[src/rtl/alu_sched_pkg.sv]
// alu_sched_pkg: shared FSM states, ALU opcodes and trap constants for the ALU round-robin scheduler
package alu_sched_pkg;
  typedef enum logic [1:0] {IDLE, EXEC, CAPT, RESP} state_t;
  localparam logic [3:0] OP_ADD = 4'h0;
  localparam logic [3:0] OP_SUB = 4'h1;
  localparam logic [3:0] OP_MUL = 4'h2;
  localparam logic [3:0] OP_DIV = 4'h3;
  localparam logic [3:0] OP_MAX = OP_DIV;
  localparam logic [7:0] TRAP_DATA = 8'h00;
endpackage

[src/rtl/rr_arbiter.sv]
// rr_arbiter: combinational round-robin pick of the first request at or after ptr
module rr_arbiter #(
  parameter int NUM_REQ = 4,
  parameter int ID_W = 2
) (
  input  logic [NUM_REQ-1:0] req,
  input  logic [ID_W-1:0]    ptr,
  output logic [NUM_REQ-1:0] grant,
  output logic [ID_W-1:0]    idx,
  output logic               any
);
  logic [ID_W-1:0] j;
  always_comb begin
    grant = '0;
    idx = '0;
    any = 1'b0;
    j = '0;
    // walk backwards so the lowest offset from ptr is assigned last and wins
    for (int i = NUM_REQ - 1; i >= 0; i--) begin
      j = ID_W'((int'(ptr) + i) % NUM_REQ);
      if (req[j]) begin
        grant = '0;
        grant[j] = 1'b1;
        idx = j;
        any = 1'b1;
      end
    end
  end
endmodule

[src/rtl/alu_rr_scheduler.sv]
// alu_rr_scheduler: round-robin sharing of one registered ALU among NUM_REQ requesters
module alu_rr_scheduler
  import alu_sched_pkg::*;
#(
  parameter int NUM_REQ = 4,
  parameter int DATA_W = 8,
  parameter int SEL_W = 4,
  parameter int ID_W = 2
) (
  input  logic                       clock,
  input  logic                       reset,
  input  logic [NUM_REQ-1:0]         req_valid,
  output logic [NUM_REQ-1:0]         req_ready,
  input  logic [NUM_REQ*DATA_W-1:0]  req_a,
  input  logic [NUM_REQ*DATA_W-1:0]  req_b,
  input  logic [NUM_REQ*SEL_W-1:0]   req_sel,
  output logic [DATA_W-1:0]          alu_a,
  output logic [DATA_W-1:0]          alu_b,
  output logic [SEL_W-1:0]           alu_sel,
  input  logic [DATA_W-1:0]          alu_out,
  input  logic                       alu_carry,
  output logic                       rsp_valid,
  input  logic                       rsp_ready,
  output logic [ID_W-1:0]            rsp_id,
  output logic [DATA_W-1:0]          rsp_data,
  output logic                       rsp_carry,
  output logic                       rsp_err,
  output logic                       busy
);
  state_t state, state_n;
  logic [NUM_REQ-1:0] grant;
  logic [ID_W-1:0] gidx, rr_ptr, op_id;
  logic any, trap, accept;
  logic [DATA_W-1:0] a_arr [NUM_REQ];
  logic [DATA_W-1:0] b_arr [NUM_REQ];
  logic [SEL_W-1:0] s_arr [NUM_REQ];
  for (genvar i = 0; i < NUM_REQ; i++) begin : g_unpack
    assign a_arr[i] = req_a[i*DATA_W +: DATA_W];
    assign b_arr[i] = req_b[i*DATA_W +: DATA_W];
    assign s_arr[i] = req_sel[i*SEL_W +: SEL_W];
  end
  rr_arbiter #(.NUM_REQ(NUM_REQ), .ID_W(ID_W)) u_arb (
    .req(req_valid),
    .ptr(rr_ptr),
    .grant(grant),
    .idx(gidx),
    .any(any)
  );
  assign trap = (s_arr[gidx] > SEL_W'(OP_MAX)) || (s_arr[gidx] == SEL_W'(OP_DIV) && b_arr[gidx] == '0);
  assign accept = state == IDLE && any && !reset;
  assign req_ready = accept ? grant : '0;
  assign rsp_valid = state == RESP;
  assign busy = state != IDLE;
  always_comb begin
    state_n = state;
    state_n = (state == IDLE) ? (any ? (trap ? RESP : EXEC) : IDLE) :
              (state == EXEC) ? CAPT :
              (state == CAPT) ? RESP :
              (rsp_ready ? IDLE : RESP);
  end
  // trapped ops never load the ALU registers, so the ALU cannot see them
  always_ff @(posedge clock) begin
    if (reset) begin
      state <= IDLE;
      rr_ptr <= '0;
      op_id <= '0;
      alu_a <= '0;
      alu_b <= '0;
      alu_sel <= '0;
      rsp_id <= '0;
      rsp_data <= '0;
      rsp_carry <= 1'b0;
      rsp_err <= 1'b0;
    end else begin
      state <= state_n;
      if (accept) begin
        op_id <= gidx;
        rsp_id <= gidx;
        if (trap) begin
          rsp_data <= DATA_W'(TRAP_DATA);
          rsp_carry <= 1'b0;
          rsp_err <= 1'b1;
        end else begin
          alu_a <= a_arr[gidx];
          alu_b <= b_arr[gidx];
          alu_sel <= s_arr[gidx];
        end
      end
      if (state == CAPT) begin
        rsp_data <= alu_out;
        rsp_carry <= alu_sel == SEL_W'(OP_ADD) && alu_carry;
        rsp_err <= 1'b0;
      end
      if (state == RESP && rsp_ready) rr_ptr <= (op_id == ID_W'(NUM_REQ - 1)) ? '0 : op_id + 1'b1;
    end
  end
endmodule

[config.mk]
export PLATFORM = sky130hd
export DESIGN_NAME = alu_rr_scheduler
export DESIGN_NICKNAME = d
export VERILOG_FILES = /design/src/rtl/alu_sched_pkg.sv /design/src/rtl/rr_arbiter.sv /design/src/rtl/alu_rr_scheduler.sv
export SDC_FILE = /design/constraint.sdc
export NUM_CORES = 1
export LEC_CHECK = 0
export CORE_MARGIN = 1.5
export CORE_UTILIZATION = 36
export DETAILED_ROUTE_END_ITERATION = 7
export HOLD_SLACK_MARGIN = 0.1
export PLACE_DENSITY = 0.77
export SLEW_MARGIN = 20
export SYNTH_ARGS = -nofsm -noshare
export SYNTH_HDL_FRONTEND = slang
export SYNTH_SLANG_ARGS = --single-unit
[constraint.sdc]
create_clock -name clock -period 3.8 [get_ports clock]
set_input_delay 0.38 -clock clock [delete_from_list [all_inputs] [get_ports clock]]
set_output_delay 0.38 -clock clock [all_outputs]
set_load 0.005 [all_outputs]
=== After elaboration in Yosys (flattened, before gate mapping) ===
Index checks and enable logic that the tools add are counted.

* Input bits: 96
* Output and inout port bits: 38
* Register bits: 36
* Word-level logic and storage cells: 102

* $add $sub $neg: 4
* Bitwise gates (word level): 2
* Equality and inequality tests: 5
* Magnitude comparators: 10
* Reduce and logical (&&, ||, !) cells: 21
* Mux-type cells: 51

{| class="wikitable"
|+ Operators by type and width
! operator !! number
|-
| $mux W8 || 7
|-
| $bmux W8 S2 || 2
|-
| $mux W4 || 7
|-
| $mux W2 || 11
|-
| $mux W1 || 15
|-
| $lt A2 B3 Y1 const B || 4
|-
| $logic_and A1 B1 Y1 || 9
|-
| $bmux W1 S2 || 4
|-
| $bmux W4 S2 || 1
|-
| $demux W1 S2 || 4
|-
| $ge A2 B1 Y1 const B || 4
|-
| $logic_not A8 Y1 || 1
|-
| $eq A2 B2 Y1 const B || 3
|-
| $reduce_and A2 Y1 || 3
|-
| $reduce_bool A2 Y1 || 3
|-
| $add A2 B1 Y2 const B || 2
|-
| $add A2 B2 Y2 const B || 2
|-
| $eq A4 B2 Y1 const B || 1
|-
| $gt A4 B2 Y1 const B || 1
|-
| $logic_not A4 Y1 || 1
|-
| $ge A3 B3 Y1 const B || 1
|-
| $not A2 Y3 || 1
|-
| $eq A2 B1 Y1 const B || 1
|-
| $logic_not A2 Y1 || 1
|-
| other kinds (4) || 4
|}

=== Logic depth before layout (Yosys ltp) ===
Gate-level depths: netlist of the first run.

* Word-level depth: 17
* Gate-level depth with buffers: 17
* Mapped depth without buffers: 10

=== By module ===
Synthesis of the first run repeated with hierarchy kept, for this count alone.

* Cells, all modules: 272
* Area total of the unflattened synthesis: 2608.8 µm²

{| class="wikitable"
|+ Modules (own cells, without submodules)
! module !! area each (µm²) !! cells an instance !! times used !! sequential area each (µm²)
|-
| alu_rr_scheduler || 1925.6 || 187 || 1 || 720.7
|-
| rr_arbiter || 683.2 || 85 || 1 || 0.0
|}

=== Worst setup path before layout of the first run ===
OpenSTA, ideal clock, no wires.

* Kind: reg-to-reg
* Start point: reg rr_ptr[0]
* End point: reg alu_sel[3]
* Period minus slack after synthesis: 3.727 ns
* Buffers on the path: 5
* Arrival time: 3.612 ns
* Library setup time: 0.116 ns
* Path slack: 0.073 ns
* Data required time: 3.684 ns
* Stages on the path, launching flop included: 16
* Path through: dfxtp_1 buf_6 clkbuf_1 inv_1 ha_1 clkbuf_1 mux4_2 o21ba_1 or3_1 and2_4 or3_1 a31o_1 or3_1 clkbuf_1 buf_6 and3b_1

* Word-level cells in the longest chain between the ends: 16
* Elaborated cells between the ends (all ways): 35
* Those cells by class: 3 x add/sub; 1 x order compare; 1 x eq/ne; 22 x mux; 2 x bitwise; 6 x reduce/logical

{| class="wikitable"
|+ Ends and longest elaborated chain
! what !! line !! source
|-
| start, declared || alu_rr_scheduler.sv:32 || <nowiki>logic [ID_W-1:0] gidx, rr_ptr, op_id;</nowiki>
|-
| start signal, assigned || alu_rr_scheduler.sv:94 || <nowiki>if (state == RESP && rsp_ready) rr_ptr <= (op_id == ID_W'(NUM_REQ - 1)) ? '0 : op_id + 1'b1;</nowiki>
|-
| branches (longest 16 deep; another with $gt A4 B2 Y1) || -- ||
|-
| end signal, assigned || alu_rr_scheduler.sv:86 || <nowiki>alu_sel <= s_arr[gidx];</nowiki>
|-
| end, declared || alu_rr_scheduler.sv:19 || <nowiki>output logic [SEL_W-1:0] alu_sel,</nowiki>
|}

Several ways; the timed one is not identified. The select of a mux whose other input is x is not followed.
A chain may end at the register's enable or synchronous reset.

=== Worst setup path in the final report of the first run ===
* Start point: reg rr_ptr[0]
* End point: out req_ready[1]

* Word-level cells in the longest chain between the ends: 10
* Elaborated cells between the ends (all ways): 42
* Those cells by class: 3 x add/sub; 8 x order compare; 25 x mux; 6 x reduce/logical

{| class="wikitable"
|+ Ends and longest elaborated chain
! what !! line !! source
|-
| $add A2 B2 Y2 || rr_arbiter.sv:20 || <nowiki>j = ID_W'((int'(ptr) + i) % NUM_REQ);</nowiki>
|-
| $lt A2 B3 Y1 (not written as such) (tied with other cells) || rr_arbiter.sv:23 || <nowiki>grant[j] = 1'b1;</nowiki>
|-
| $logic_and A1 B1 Y1 (not written as such) or $mux W1 (tied branches) || rr_arbiter.sv:23, rr_arbiter.sv:21 ||
|-
| $mux W1 (on tied branches) || rr_arbiter.sv:23, rr_arbiter.sv:21 ||
|-
| $demux W1 S2 or $mux W1 (tied branches) || -- ||
|-
| $mux W4 or $mux W1 (tied branches) (2 in series) || rr_arbiter.sv:21 || <nowiki>if (req[j]) begin</nowiki>
|-
| $mux W4 or $logic_and A1 B1 Y1 (tied branches) (2 in series) || rr_arbiter.sv:21, alu_rr_scheduler.sv:50 ||
|-
| $mux W4 * || alu_rr_scheduler.sv:51 || <nowiki>assign req_ready = accept ? grant : '0;</nowiki>
|-
| end, declared || alu_rr_scheduler.sv:13 || <nowiki>output logic [NUM_REQ-1:0] req_ready,</nowiki>
|}

Every way passes the cells marked *; elsewhere a longest branch is shown, timed or not. The select of a mux whose other input is x is not followed.

==> flow_summary.toml, run 1 <==
[worst_setup_path]
r2r_start = "rr_ptr[0]"
cp.depth = 7
slowest_delay_ns = 0.60
worstReg2RegEnd = "alu_sel[3]"
worst-path-buf-inv = 2
slowest_stage = "mux4_2"
r2r_setup_slack_ns = 0.30
required_ns = 3.42
critPathCapture = "req_ready[1]"
crit_start = "rr_ptr[0]"
end_kind = "output pin"
crit_type = "reg2out"
crit_family = "compound AO/OA/AOI/OAI gates"
path_cells = "buf_4 -> mux4_2 -> a211oi_1 -> a221oi_1 -> a211o_1 -> a21oi_1 -> clkdlybuf4s50_1"
cp.arrival_ns = 3.17
reg2reg_depth = 11
cp_max_fo = 12
critPathLaunchType = "flop"

[drt]
avgRoutedWirePerCell_um = 15.3
ant_nets = 0
drc = 0
dr_total_vias = 2671
vias_per_cell = 5.18
routed_wl_um = 7900
drtIter0Drc = 68
dr.pass1.iters = 4

[sta]
finalHoldViolCount = 0
rsz0062_at_grt = "false"
fmax_mhz = 282
fin_skew_ns = 0.00446
fin_crit_sh_pct = 93.4
period_needed_ns = 3.55
setup_viol = 0
worstMarginPinSlew_ns = 1.02
slew_headroom_pct = 31.8
setup_tns_ns = 0
finalMaxSlewViolations = 0

[yosys]
yosysWarnings = 0
syn_inst = 291
async_reset_ff_share_pct = 0
yosysSeqAreaShare_pct = 27.8
synth.area.top_cells = "dfxtp_1, mux2i_1, mux2_2, nand2b_1, ha_1"
synth_edf_count = 0
yosys.area.top_type_share_pct = 27.8
synth_ff_type = "dfxtp_1"
yosysTopAreaCell = "dfxtp_1"
synth_area_per_cell_um2 = 8.90
ys_types = 41
synth_nets = 396
synthesis.area_um2 = 2590
ys_ff_latch = 36

[flow_run]
cap_violations = 0

[global_routing]
antenna_found_initial = 0
grt_max_degree = 35
gr-max-usage-layer = "met2"
grt_util_met1_pct = 23.7
grt_use_total_pct = 21.2
grt_pass1_vias = 2764
grt_use_met3_pct = 6.69
use_met2_pct = 39.3
grt_overflow = 0
grt_pass1_wl_um = 12700

[place]
port_buffers = 133
post_dp_cell_area_um2 = 4000
hpwlAfterDp_um = 6340
gp_congestion = 0.897

[finish]
final_cell_area_um2 = 4120
final_cell_mix = "clkdlybuf4s50_1, mux2i_1, dfxtp_1"
antenna_cells = 0
layout_commonest_cell = "clkdlybuf4s50_1"
area_delta_synth_final_pct = 58.9
drive_gt1_share_pct = 10.0
nets = 524

[clocking]
cts-root-buf = "clkbuf_8"
cts_buffers = 5
cts_tree = "yes"
cts.sinks = 36
clk_path_buf_depth = 2
clkLatencyLatePin_ns = 0.28
ctsHoldBuffers = 0
clkSlewWorstSetupHoldPaths_ns = 0.07
htreeDepth = 2
ctsResizeCount = 0
cts_setup_buffers = 0

[worst_hold_path]
hold_class = "reg2reg"
hold_path_startpoint = "rsp_err"

[pwr]
p_comb_share_pct = 38.8
powerDensity_nw_per_um2 = 309
p_leak_nw = 1.73
p_switching_mw = 0.372
p_sw_share_pct = 29.2
p_int_mw = 0.900
power.share.clock_pct = 26.0
seqPwrFrac_pct = 35.2
peakVddDrop_uv = 180

[run_status]
status = "finished, final reports clean"

[floorplan]
rows = 30
die_area_um2 = 7710
die_h_um = 87.8
core_area_um2 = 6870
start_util_pct = 37.7
die_x_um = 87.8
pin_count = 134
[metal layers]
| layer | vias to the layer above | routed length [um] |
|---|---|---|
| met3 | 8 | 773 |
| met5 | - | 0 |
| met2 | 132 | 3870 |
| met1 | 1200 | 3160 |
| li1 | 1331 | - |
| met4 | 0 | 93 |
[per-stage QoR]
step | hold WS, ns | power, mW | worst slack, ns | cells | util [%]
finish | 0.461 | 1.27 | 0.251 | 516 | 59.9
global route | 0.490 | 1.35 | 0.0343 | 516 | 59.9
CTS | 0.464 | 1.28 | 0.240 | 516 | 59.9
detailed placement | 0.453 | 0.951 | 0.109 | 508 | 58.3
global placement | 0.444 | 0.942 | 0.204 | 508 | 58.3
floorplan | 0.452 | 0.699 | 0.0726 | 291 | -
[worst min-delay path by stage]
stage / to / slack (ns) / cells past startpoint
detailed placement: rsp_err / 0.45 / 2
CTS: rsp_err / 0.46 / 2
floorplan: rsp_err / 0.45 / 2
global route: rsp_err / 0.49 / 2
finish: rsp_err / 0.46 / 2
global placement: rsp_err / 0.44 / 2
[cell families after synthesis]
family	after synthesis	share of synthesized area (%)
and+or+nand+nor	87	17.7
muxes	65	27.4
AOI/OAI and AO/OA	64	17.3
DFF	36	27.8
buffers and inverters	30	5.41
adders and majority gates	9	4.35
[synth_stat cells, types with 2 or more instances]
library cell	number
nand3b_1	2
mux4_2	3
buf_1	3
nor3b_1	3
nor2b_1	2
o31a_1	2
a32o_1	8
nor2_1	12
nor4_1	6
buf_2	4
inv_1	9
mux2_2	18
buf_6	3
nand2b_1	19
a21oi_1	10
dfxtp_1	36
nor3_1	3
a211oi_1	4
clkbuf_1	11
o21ai_0	21
mux2i_1	44
o2111ai_1	2
or3_1	5
nand2_1	24
nand3_1	5
a211o_1	4
ha_1	9
and3b_1	2
a221oi_1	5
[registers in the layout, summed over array words and instances (netlist names)]
register and count:
state 2, op_id 2, alu_a 8, rsp_carry 1, rr_ptr 2, rsp_data 8
alu_b 8, alu_sel 4, rsp_err 1
[area by class of cell]
type,instances,area [um^2]
inverter,9,33.8
tap,96,120
multi-input combinational,225,1730
clock buffer,5,68.8
fill,625,2750
timing repair buffer,142,1400
sequential,36,721
clock inverter,3,42.5
[power groups by stage]
stage | logic (mW) | clock network [mW] | registers (mW)
3_5_place_dp | 0.496 | 0 | 0.455
3_3_place_gp | 0.488 | 0 | 0.454
2_1_floorplan | 0.244 | 0 | 0.455
5_1_grt | 0.541 | 0.352 | 0.453
4_1_cts | 0.499 | 0.338 | 0.447
6_report | 0.494 | 0.331 | 0.447
[worst register-to-register path, delay by kind of cell (launching register included)]
kind / cells / cell delay [ns]
buffers and inverters: 2 / 0.41
DFF: 1 / 0.46
muxes: 1 / 0.38
AOI/OAI and AO/OA: 2 / 0.42
adders and majority gates: 1 / 0.42
and+or+nand+nor: 5 / 1.33
Power figures use the tool's default switching activity.
==> inputs of run 2 (changes only) <==
- GPL_ROUTABILITY_DRIVEN: default -> 0
==> results of run 2 <==
The final DEF is identical to that of run 1; final timing and power are the same.
